<file path="src/rtl/prbs_pkg.sv">
// prbs_pkg
// Shared definitions for the PRBS share arbiter slice:
//   - state_t       : arbiter FSM states (INIT, IDLE)
//   - DEFAULT_SEED  : default reset / recovery seed for a 4-bit LFSR
//   - DEFAULT_TAPS  : default feedback mask (x^4 + x^3 + 1, period 15)
//   - rr_search()   : round-robin winner search, returns index + found flag
// Optional feature macro used by the slice: PRBS_LOCKUP_GUARD_EN
package prbs_pkg;

    typedef enum logic {
        INIT = 1'b0,
        IDLE = 1'b1
    } state_t;

    // Largest requester count the search function supports
    localparam int MAX_REQ = 8;

    localparam logic [3:0] DEFAULT_SEED = 4'b1000;
    localparam logic [3:0] DEFAULT_TAPS = 4'b1100;

    typedef struct packed {
        logic       found;
        logic [2:0] idx;
    } rr_pick_t;

    // Searches upward from ptr+1, wrapping modulo nreq; the first set bit wins.
    // The requester at ptr itself is checked last, which gives the
    // "served again only after everyone else" fairness.
    function automatic rr_pick_t rr_search(input logic [MAX_REQ-1:0] req,
                                           input logic [2:0]         ptr,
                                           input int                 nreq);
        rr_pick_t pick;
        int       cand;
        pick.found = 1'b0;
        pick.idx   = 3'd0;
        for (int i = 1; i <= MAX_REQ; i++) begin
            if (i <= nreq) begin
                cand = (int'(ptr) + i) % nreq;
                if (!pick.found && req[cand[2:0]]) begin
                    pick.found = 1'b1;
                    pick.idx   = cand[2:0];
                end
            end
        end
        return pick;
    endfunction

endpackage

</file>
<file path="src/rtl/prbs_share_arbiter_lfsr_core.sv">
// lfsr_core
// Fibonacci LFSR register shifting left with the feedback bit entering at
// bit 0: next = {q[WIDTH-2:0], ^(q & TAPS)}.
// Ports:
//   clock      : rising-edge clock
//   reset      : synchronous active-high reset, q <= SEED
//   load       : load load_value this cycle (wins over step)
//   load_value : value to load
//   step       : advance the LFSR one position
//   q          : current LFSR state
module lfsr_core
    import prbs_pkg::*;
#(
    parameter int               WIDTH = 4,
    parameter logic [WIDTH-1:0] TAPS  = DEFAULT_TAPS,
    parameter logic [WIDTH-1:0] SEED  = DEFAULT_SEED
) (
    input  logic             clock,
    input  logic             reset,
    input  logic             load,
    input  logic [WIDTH-1:0] load_value,
    input  logic             step,
    output logic [WIDTH-1:0] q
);

    always_ff @(posedge clock) begin
        if (reset) begin
            q <= SEED;
        end else if (load) begin
            q <= load_value;
        end else if (step) begin
            q <= {q[WIDTH-2:0], ^(q & TAPS)};
        end
    end

endmodule

</file>
<file path="src/rtl/prbs_share_arbiter.sv">
// prbs_share_arbiter
// Shares one LFSR pseudo-random source among NREQ requesters with
// round-robin arbitration, at most one word granted per clock. The LFSR
// only advances on a cycle that issues a grant, so every granted word is
// distinct until the LFSR period wraps.
// Ports:
//   clock      : rising-edge clock
//   reset      : synchronous active-high reset
//   seed_load  : load seed_value into the LFSR (suppresses the grant)
//   seed_value : seed to load
//   req        : level requests, one bit per requester
//   gnt        : registered one-hot grant, valid for one cycle
//   rnd_data   : random word delivered with gnt, held otherwise
//   rnd_valid  : high exactly when gnt is non-zero
//   busy       : high while in INIT
//   lockup_err : sticky zero-seed / zero-state recovery flag
// Optional feature: define PRBS_LOCKUP_GUARD_EN to replace zero seeds with
// SEED and to recover from an all-zero LFSR state. Without it a zero seed
// is loaded as-is and lockup_err stays 0.
module prbs_share_arbiter
    import prbs_pkg::*;
#(
    parameter int               NREQ  = 4,
    parameter int               WIDTH = 4,
    parameter logic [WIDTH-1:0] SEED  = DEFAULT_SEED,
    parameter logic [WIDTH-1:0] TAPS  = DEFAULT_TAPS
) (
    input  logic             clock,
    input  logic             reset,
    input  logic             seed_load,
    input  logic [WIDTH-1:0] seed_value,
    input  logic [NREQ-1:0]  req,
    output logic [NREQ-1:0]  gnt,
    output logic [WIDTH-1:0] rnd_data,
    output logic             rnd_valid,
    output logic             busy,
    output logic             lockup_err
);

    state_t             state;
    state_t             state_next;
    logic [2:0]         rr_ptr;
    logic [2:0]         rr_ptr_next;
    logic [NREQ-1:0]    gnt_next;
    logic [WIDTH-1:0]   data_next;
    logic               valid_next;
    logic               err_next;

    logic [WIDTH-1:0]   lfsr_q;
    logic               lfsr_load;
    logic [WIDTH-1:0]   lfsr_load_value;
    logic               lfsr_step;

    logic [MAX_REQ-1:0] req_ext;
    rr_pick_t           pick;

    lfsr_core #(
        .WIDTH (WIDTH),
        .TAPS  (TAPS),
        .SEED  (SEED)
    ) u_lfsr (
        .clock      (clock),
        .reset      (reset),
        .load       (lfsr_load),
        .load_value (lfsr_load_value),
        .step       (lfsr_step),
        .q          (lfsr_q)
    );

    assign busy = (state == INIT);

    always_ff @(posedge clock) begin
        if (reset) begin
            state      <= INIT;
            rr_ptr     <= 3'(NREQ - 1);
            gnt        <= '0;
            rnd_data   <= '0;
            rnd_valid  <= 1'b0;
            lockup_err <= 1'b0;
        end else begin
            state      <= state_next;
            rr_ptr     <= rr_ptr_next;
            gnt        <= gnt_next;
            rnd_data   <= data_next;
            rnd_valid  <= valid_next;
            lockup_err <= err_next;
        end
    end

    // Priority in IDLE: seed load, then (guarded build) zero-state recovery,
    // then a round-robin grant. rnd_data holds whenever no grant is issued.
    always_comb begin
        state_next      = state;
        rr_ptr_next     = rr_ptr;
        gnt_next        = '0;
        data_next       = rnd_data;
        valid_next      = 1'b0;
        err_next        = lockup_err;
        lfsr_load       = 1'b0;
        lfsr_load_value = seed_value;
        lfsr_step       = 1'b0;
        req_ext         = '0;
        req_ext[NREQ-1:0] = req;
        pick            = rr_search(req_ext, rr_ptr, NREQ);

        case (state)
            INIT: begin
                state_next = IDLE;
            end
            IDLE: begin
                if (seed_load) begin
                    lfsr_load = 1'b1;
`ifdef PRBS_LOCKUP_GUARD_EN
                    // A zero seed would lock the LFSR; substitute SEED
                    if (seed_value == '0) begin
                        lfsr_load_value = SEED;
                        err_next        = 1'b1;
                    end
`endif
                end
`ifdef PRBS_LOCKUP_GUARD_EN
                else if (lfsr_q == '0) begin
                    lfsr_load       = 1'b1;
                    lfsr_load_value = SEED;
                    err_next        = 1'b1;
                end
`endif
                else if (pick.found) begin
                    gnt_next    = NREQ'(1) << pick.idx;
                    data_next   = lfsr_q;
                    valid_next  = 1'b1;
                    lfsr_step   = 1'b1;
                    rr_ptr_next = pick.idx;
                end
            end
            default: begin
                state_next = INIT;
            end
        endcase
    end

endmodule

</file>
<file path="config.mk">
export PLATFORM = sky130hd
export DESIGN_NAME = prbs_share_arbiter
export DESIGN_NICKNAME = d
export VERILOG_FILES = /design/src/rtl/prbs_pkg.sv /design/src/rtl/prbs_share_arbiter_lfsr_core.sv /design/src/rtl/prbs_share_arbiter.sv
export SDC_FILE = /design/constraint.sdc
export NUM_CORES = 1
export LEC_CHECK = 0
export ABC_AREA = 1
export BUFFER_PORTS_ARGS = -buffer_cell sky130_fd_sc_hd__buf_2
export CAP_MARGIN = 15
export CORE_AREA = 2 2 50 52
export CTS_CLUSTER_DIAMETER = 100
export DETAILED_ROUTE_END_ITERATION = 8
export DIE_AREA = 0 0 52 54
export PLACE_DENSITY = 0.64
export SYNTH_ARGS = -nofsm -noshare
export SYNTH_HDL_FRONTEND = slang
export SYNTH_SLANG_ARGS = --single-unit
export TNS_END_PERCENT = 1
</file>
<file path="constraint.sdc">
create_clock -name clock -period 2.57 [get_ports clock]
set_clock_uncertainty 0.1 [all_clocks]
set_input_delay 0.257 -clock clock [delete_from_list [all_inputs] [get_ports clock]]
set_output_delay 0.257 -clock clock [all_outputs]
set_load 0.03 [all_outputs]
</file>
==> metrics.md <==
| Metric | Value |
|---|---|
| Max Cap Violations | 0 |
| Largest net degree at the start of global routing | 13 |
| R2r endpoint | rnd_data[3] |
| Final Cycle Share | 0.739 |
| Crit-path leading delay family | flip-flops |
| DRC | 0 |
| Crit Path Category | reg -> reg |
| Status | completed |
| Yosys cell types | 18 |
| Hold Slack | 0.130 ns |
| Filler Cell Count | 250 |
| Buffers & Inverters on Critical Path | 2 |
| Crit-path max FO | 12 |
| Die height | 54 um |
| Area contributors post-synth | dfxtp_1 37%, nand2_1 23%, nand3_1 7.5% |
| Yosys top cell by area | dfxtp_1 |
| CTS resizes | 0 |
| Fmax achieved | 527 MHz |
| Crit-path max cell delay | 0.57 ns |
| Min-Delay Startpoint | reset |
| Root Driver | clkbuf_4 |
| Worst setup margin | 0.671 ns |
| Hold Path End | rnd_data[1] |
| Maximum clock insertion buffer count | 2 |
| Async set-or-reset flop fraction in the synthesized netlist | 0 |
| Die area | 0.00281 sq mm |
| Most used DFF post-synth | dfxtp_1 |
| Post-DR vias/cell | 4.58 |
| Critical path data arrival time | 1.97 ns |
| Total GRT Usage | 0.140 |
| Drt first pass iters | 4 |
| Worst Hold Class | in -> reg |
| Post-synth EDFFs | 0 |
| Final WL | 1710 um |
| Worst skew pair latency | 0.28 ns |
| CTS tree | yes |
| First-pass GRT wire length | 2930 um |
| Required time of the critical path | 2.64 ns |
| Final Max Tran Viols | 0 |
| Peak VDD IR | 0.291 mV |
| Syn Nets | 148 |
| Final Hold Fails | 0 |
| Power Dens Cells | 663 mW/mm^2 |
| FP Rows | 18 |
| Routability cong. | 0.835 |
| Cell Chain, Critical Path | inv_6, nand2_2, nand2_1, o21ai_0, nand3_2, nand2_2, inv_1, nand2_1, o21ai_0 |
| IO Port Bufs | 20 |
| Area share of the largest cell type after synthesis | 0.371 |
| # setup viols final | 0 |
| Clock transition at path regs | 0.10 ns |
| Register area | 320 sq um |
| Multi-input logic area | 455 sq um |
| Ys Warns | 0 |
| Setup Fix Bufs, Post-CTS | 0 |
| Initial antenna violation count | 0 |
| Average cell area after synthesis | 6.30 sq um |
| Layout cells sized above 1 | 0.223 |
| Area delta synth->final | 16.2% |
| CTS Buf Count | 3 |
| Mapped Cells | 137 |
| CP Launch Type | flop |
| Vias | 856 |
| Netlist Area Pre-Place | 863 sq um |
| Gr ovfl total | 0 |
| Sequential area share after synthesis | 0.371 |
| H-tree depth | 1 |
| Setup_tns | 0 ns |
| Nets | 169 |
| Post-synthesis register bit count | 16 |
| Number of global-route vias before repair | 751 |
| Unrepaired setup endpoints after global routing | false |
| Sink Count | 16 |
| Detail Route Antenna Nets | 0 |
| Reg2reg start | rr_ptr[0] |
| Post-layout min period | 1.90 ns |
| FF-to-FF setup slack | 0.67 ns |
| DP Worst Slack | 0.689 ns |
| I/O pin total | 22 |
| P_leak | 0.551 nW |
| Ant diodes | 0 |
| Hold path depth | 2 |
| Initial core utilization | 0.372 |
| Commonest cells in the netlist | 54 x nand2_1, 16 x dfxtp_1, 16 x nor2_1, 13 x nand3_1, 11 x inv_1 |
| Worst path slowest cell | dfxtp_1 |
| Die Span X | 52 um |
| Routed length per placed instance | 9.14 um |
| Register-to-Register Path Depth | 9 |
| Nature of the critical path endpoint | flop |
| DPL Wire Length | 1380 um |
| Setup crit start | rr_ptr[0] |
| Most numerous cell in the Yosys netlist | nand2_1 |
| Initial DRC count | 16 |
| Core area | 0.00232 sq mm |
| Hold buffers post-CTS | 0 |
## worst register-to-register path, cell delays in order (launching register included)
cell and delay [ns]:
dfxtp_1 0.57, inv_6 0.08, nand2_2 0.08, nand2_1 0.06, o21ai_0 0.28, nand3_2 0.13
nand2_2 0.19, inv_1 0.12, nand2_1 0.11, o21ai_0 0.09
## registers in the layout, summed over array words and instances, names as in the netlist
signal	flops
gnt	4
rnd_data	4
u_lfsr.q	4
rr_ptr	2
rnd_valid	1
state	1
## final cells by class
| type | count | area share |
|---|---|---|
| Sequential cell | 16 | 0.319 |
| Multi-Input combinational cell | 104 | 0.454 |
| Timing Repair Buffer | 20 | 0.0998 |
| Tap cell | 30 | 0.0374 |
| Inverter | 13 | 0.0536 |
| Clock buffer | 4 | 0.0362 |
## metal layers
layer,vias up,wire (um),GRT usage
li1,462,-,-
met4,0,10,0.0526
met3,2,84,0.0333
met5,-,0,0
met1,369,840,0.174
met2,23,774,0.234
## cells by family (layout without fill, tap and decap cells)
kind of cell	Yosys count	after routing	share of synthesized area
other cells	1	1	0.00434
buf+inv	17	37	0.101
flops	16	16	0.371
compound gates	9	9	0.0522
simple gates	94	94	0.471
## cell usage in the layout, fill, tap and decap left out
cell,instances
buf_2,20
clkbuf_4,3
nand2_1,54
inv_6,1
nor2_1,16
inv_2,1
nand3b_1,1
conb_1,1
nand3_2,1
dfxtp_1,16
nand4_1,1
o21ai_0,3
nand2_2,7
nand3_1,13
nor2_4,1
a21oi_1,6
clkbuf_8,1
inv_1,11
## metrics by stage
stage                     area (sq um)  std cells   util  power [mW]
after detailed placement           967        183  0.417       0.508
after floorplan                    863        137      -       0.468
after global routing              1000        187  0.433       0.715
after CTS                         1000        187  0.433       0.671
final                             1000        187  0.433       0.666
after global placement             967        183  0.417       0.504
## power by group
group / leakage, nW / total [mW] / switching [mW] / internal [mW]
sequential: 0.131 / 0.285 / 0.0193 / 0.266
clock: 0.0210 / 0.163 / 0.0772 / 0.0861
combinational: 0.399 / 0.217 / 0.148 / 0.0689
total: 0.551 / 0.666 / 0.245 / 0.421
## worst max-delay path by stage
stage	to	cells past startpoint	slack, ns
final	rnd_data[3]	9	0.67
after CTS	rnd_data[3]	9	0.67
after detailed placement	rnd_data[3]	9	0.69
after global routing	rr_ptr[0]	12	0.46
after global placement	rnd_data[3]	11	0.81
after floorplan	u_lfsr.q[0]	11	1.05
No activity file was read; power rests on OpenSTA's default activity.
